### config.mk
export PLATFORM = sky130hd
export DESIGN_NAME = sext_imm_arbiter
export DESIGN_NICKNAME = d
export VERILOG_FILES = /design/src/rtl/sext_imm_arbiter.sv
export SDC_FILE = /design/constraint.sdc
export NUM_CORES = 1
export LEC_CHECK = 0
export CELL_PAD_IN_SITES_DETAIL_PLACEMENT = 0
export CELL_PAD_IN_SITES_GLOBAL_PLACEMENT = 2
export CORE_UTILIZATION = 30
export CTS_CLUSTER_DIAMETER = 50
export DETAILED_ROUTE_END_ITERATION = 10
export PLACE_DENSITY_LB_ADDON = 0.1
export SKIP_CTS_REPAIR_TIMING = 1
export SLEW_MARGIN = 10
export SYNTH_ARGS = -nofsm -noshare
export SYNTH_HDL_FRONTEND = slang
export SYNTH_SLANG_ARGS = --single-unit
export TNS_END_PERCENT = 50
### constraint.sdc
create_clock -name clk -period 2.8 [get_ports clk]
set_input_delay 0.56 -clock clk [delete_from_list [all_inputs] [get_ports clk]]
set_output_delay 0.56 -clock clk [all_outputs]
set_load 0.01 [all_outputs]
### src/rtl/sext_imm_arbiter.sv
// sext_imm_arbiter: round-robin arbiter and sequencer for the shared registered
// 8-to-16 sign extender; applies PASS/ADD/SUB/AND and returns a tagged result.
`default_nettype none

module sext_imm_arbiter #(
  parameter int EXT_LAT = 1
) (
  input  logic        clk,
  input  logic        rst,
  input  logic        req0_valid,
  output logic        req0_ready,
  input  logic [7:0]  req0_imm,
  input  logic [15:0] req0_opnd,
  input  logic [1:0]  req0_op,
  input  logic        req1_valid,
  output logic        req1_ready,
  input  logic [7:0]  req1_imm,
  input  logic [15:0] req1_opnd,
  input  logic [1:0]  req1_op,
  output logic [7:0]  ext_in,
  input  logic [15:0] ext_out,
  output logic        rsp_valid,
  input  logic        rsp_ready,
  output logic        rsp_id,
  output logic [15:0] rsp_data,
  output logic        rsp_ovf,
  output logic        busy
);

  typedef enum logic [1:0] {IDLE, WAIT, EXEC, RESP} state_t;

  localparam logic [1:0] OP_PASS = 2'b00;
  localparam logic [1:0] OP_ADD  = 2'b01;
  localparam logic [1:0] OP_SUB  = 2'b10;
  localparam logic [2:0] LAST_CNT = 3'(EXT_LAT - 1);

  state_t      state, state_nxt;
  logic        last;
  logic [2:0]  cnt;
  logic [15:0] opnd;
  logic [1:0]  op;
  logic        id;
  logic        grant0, grant1, accept, sel;
  logic [15:0] sum, diff, res;
  logic        ovf;

  // The requester that did not win last time has priority.
  always_comb begin
    grant0 = req0_valid & (last | ~req1_valid);
    grant1 = req1_valid & (~last | ~req0_valid);
  end

  assign req0_ready = ~rst & (state == IDLE) & grant0;
  assign req1_ready = ~rst & (state == IDLE) & grant1;
  assign accept     = req0_ready | req1_ready;
  assign sel        = req1_ready;
  assign busy       = (state != IDLE);

  always_comb begin
    state_nxt = state;
    case (state)
      IDLE:    if (accept) state_nxt = WAIT;
      WAIT:    if (cnt == LAST_CNT) state_nxt = EXEC;
      EXEC:    state_nxt = RESP;
      RESP:    if (rsp_ready) state_nxt = IDLE;
      default: state_nxt = IDLE;
    endcase
  end

  always_comb begin
    sum  = opnd + ext_out;
    diff = opnd - ext_out;
    res  = opnd & ext_out;
    ovf  = 1'b0;
    case (op)
      OP_PASS: res = ext_out;
      OP_ADD: begin
        res = sum;
        ovf = (opnd[15] == ext_out[15]) && (sum[15] != opnd[15]);
      end
      OP_SUB: begin
        res = diff;
        ovf = (opnd[15] != ext_out[15]) && (diff[15] != opnd[15]);
      end
      default: res = opnd & ext_out;
    endcase
  end

  always_ff @(posedge clk or posedge rst) begin
    if (rst) state <= IDLE;
    else     state <= state_nxt;
  end

  always_ff @(posedge clk or posedge rst) begin
    if (rst) begin
      ext_in    <= 8'h00;
      opnd      <= 16'h0000;
      op        <= 2'b00;
      id        <= 1'b0;
      last      <= 1'b1;
      cnt       <= 3'd0;
      rsp_valid <= 1'b0;
      rsp_id    <= 1'b0;
      rsp_data  <= 16'h0000;
      rsp_ovf   <= 1'b0;
    end else begin
      case (state)
        IDLE: begin
          if (accept) begin
            ext_in <= sel ? req1_imm  : req0_imm;
            opnd   <= sel ? req1_opnd : req0_opnd;
            op     <= sel ? req1_op   : req0_op;
            id     <= sel;
            last   <= sel;
            cnt    <= 3'd0;
          end
        end
        WAIT: cnt <= cnt + 3'd1;
        EXEC: begin
          rsp_data  <= res;
          rsp_ovf   <= ovf;
          rsp_id    <= id;
          rsp_valid <= 1'b1;
        end
        RESP: if (rsp_ready) rsp_valid <= 1'b0;
        default: ;
      endcase
    end
  end

endmodule

`default_nettype wire

==> impl_metrics.yaml <==
floorplan:
  die_h_um: 121
  num_rows: 43
  die_width_um: 121
  io-pin-count: 103
  core-area_mm2: 0.0139
  die_area_mm2: 0.0147
  initial_utilization_pct: 30.8
clock_tree:
  clock_root_buffer_master: "sky130_fd_sc_hd__clkbuf_16"
  cts-buffers-inserted: 5
  cts-root-to-sink-buffers: 2
  cts.clk_slew.worst_paths_ns: 0.08
  cts_max_level: 2
  cts_num_sinks: 52
  tritoncts_clock_tree: "yes"
  latest_clock_arrival_within_the_worst_skew_pair_ns: 0.31
worst_setup_path:
  crit_path_max_fanout: 5
  worstSetupEndpointType: "register"
  required_ns: 3.03
  worst_endpoint_data_arrival_time_ns: 2.93
  worst_r2r_startpoint: "opnd[0]"
  worstSetupStartpointType: "primary input"
  timing.critical_path.from: "ext_out[4]"
  path_class: "in2reg"
timing:
  fin_setup_tns_ns: 0
  measured_slew_at_the_worst_slew_check_pin_ns: 0.852
  peak_freq_ghz: 0.370
  clock-skew-final_ns: 0.00743
  timing.final.crit_share_pct: 96.5
  final_max_slew_viol_count: 0
  relSlewSlack_pct: 43.2
  post-route-worst-setup-slack_ns: 0.0991
  timing.final.crit_period_ns: 2.70
  report.final.setup_viol: 0
  hold-worst-slack_ns: 0.487
  timing_hold_violations_final: 0
global_routing:
  total_grt_usage_pct: 19.4
  first_global_vias: 4341
  globalRouteOverflowTotal: 0
  grt_first_pass_wirelength_um: 21900
  largest_net_degree_at_the_start_of_global_routing: 45
  grt_antenna_before_repair: 0
power_and_ir_drop:
  ir_worst_vdd_mv: 0.324
  power_mw: 7.05
  total_leakage_power_nw: 2.84
  pwr_density_cell_mw_per_mm2: 1090
placement:
  dp_worst_setup_slack_ns: -0.568
  port_buffers: 102
  gpl.final_weighted_congestion: 0.864
  final_hpwl_from_detailed_placement_um: 10300
detailed_routing:
  ant_nets: 0
  vias: 4259
  drc: 0
  route.final.wire_length_um: 13800
  post_drt_wl_per_cell_um: 16.2
  first_iter_violations: 193
  detail_route.vias_per_cell: 4.99
  detailedRoute.firstPassIterationCount: 5
synth:
  syn_nets: 618
  yosys_warnings: 0
  synth_top_area_share_pct: 29.9
  syn-cell-area_mm2: 0.00427
  synthFlopType: "sky130_fd_sc_hd__dfrtp_1"
  async_reset_ff_share_pct: 100
  synth_enable_flop_cells: 0
  syn-instance-count: 501
  synth_area_per_cell_um2: 8.53
  synth.yosys.seq_area_share_pct: 30.5
  postSynthRegisterBits: 52
  netlist-cell-type-count: 56
  synthTopCellsByArea: "sky130_fd_sc_hd__dfrtp_1 (30%), sky130_fd_sc_hd__ha_1 (12%), sky130_fd_sc_hd__a21oi_1 (7.7%), sky130_fd_sc_hd__mux2i_1 (6.8%), sky130_fd_sc_hd__nor2_1 (4.3%)"
  synth_area_leader_cell: "sky130_fd_sc_hd__dfrtp_1"
cells_and_area:
  layout.cells.most_common: "sky130_fd_sc_hd__clkdlybuf4s50_1"
  most-common-layout-cells: "sky130_fd_sc_hd__clkdlybuf4s50_1 (94), sky130_fd_sc_hd__buf_4 (88), sky130_fd_sc_hd__a21oi_1 (62)"
  final_util_pct: 46.8
  final.fill_count: 1385
  final_layout_size_suffix_gt1_share_pct: 22.4
  layout-area-overhead-vs-synth_pct: 52.0
  insertedDiodeCount: 0
  multi_input_area_mm2: 0.00292
  seqCellArea_mm2: 0.00130
  finish.net_count: 789
worst_hold_path:
  hold_path_class: "reg2reg"
  hp-start: "id"
flow_run:
  timing.max_cap.violations: 0
status:
  result_of_the_run: "finished clean"
layer usage:
layer	global-route usage, %	routed length (um)
met5	0	0
met3	4.23	831
met2	32.0	6380
met4	4.48	166
met1	25.8	6420
logic make-up after synthesis:
group,synth area share [%]
buffers and inverters,6.68
DFF,30.5
xor gates and xnor gates,2.46
adders and majority gates,13.2
AOI/OAI and AO/OA,24.9
and+or+nand+nor,13.1
muxes,9.17
sequential cells by signal, indices dropped and copies added, names as in the netlist, 2 cells and up:
name      count
opnd         16
ext_in        8
op            2
rsp_data     16
state         2
cnt           3
report_power, final:
part | leakage, nW | switching (mW) | total [mW] | internal, mW
registers | 0.598 | 0.319 | 1.45 | 1.14
logic | 2.17 | 2.43 | 4.93 | 2.50
clock network | 0.0719 | 0.324 | 0.664 | 0.341
area by class of cell:
class / instances / area share (%)
Tap cell: 180 / 3.47
Sequential cell: 52 / 20.1
Clock buffer: 5 / 1.93
Timing Repair Buffer: 191 / 26.5
Clock inverter: 3 / 0.424
Multi-Input combinational cell: 376 / 45.0
Inverter: 46 / 2.66
stage by stage:
stage	area [um2]	std cells
2_1_floorplan	4270	501
3_3_place_gp	6050	838
3_5_place_dp	6050	838
4_1_cts	6200	846
5_1_grt	6490	853
6_report	6490	853
synthesized netlist by cell type (10+ instances only):
| cell | count |
|---|---|
| sky130_fd_sc_hd__mux2i_1 | 29 |
| sky130_fd_sc_hd__xnor2_1 | 10 |
| sky130_fd_sc_hd__nor2_1 | 49 |
| sky130_fd_sc_hd__nand2_1 | 24 |
| sky130_fd_sc_hd__o21ai_0 | 20 |
| sky130_fd_sc_hd__a21oi_1 | 66 |
| sky130_fd_sc_hd__clkbuf_1 | 20 |
| sky130_fd_sc_hd__inv_1 | 45 |
| sky130_fd_sc_hd__dfrtp_1 | 51 |
| sky130_fd_sc_hd__ha_1 | 42 |
| sky130_fd_sc_hd__nand2b_1 | 12 |
final timing paths:
path	end	slack [ns]	cells after the start
max	rsp_data[14]	0.1	10
min	id	0.49	1
max reg2reg	rsp_data[14]	0.13	10
min reg2reg	id	0.49	1
max in group asynchronous	last	1.71	3
min in group asynchronous	ext_in[1]	0.53	2
critical path, stage by stage:
cell                              delay (ns)
sky130_fd_sc_hd__clkdlybuf4s50_1        0.48
sky130_fd_sc_hd__inv_1                  0.07
sky130_fd_sc_hd__ha_4                   0.27
sky130_fd_sc_hd__buf_4                  0.14
sky130_fd_sc_hd__o41a_1                 0.46
sky130_fd_sc_hd__nand3_2                0.12
sky130_fd_sc_hd__a31oi_2                0.12
sky130_fd_sc_hd__a31o_2                 0.28
sky130_fd_sc_hd__o221a_2                0.28
sky130_fd_sc_hd__o21ai_1                0.15
No activity file was read; power rests on OpenSTA's default activity.
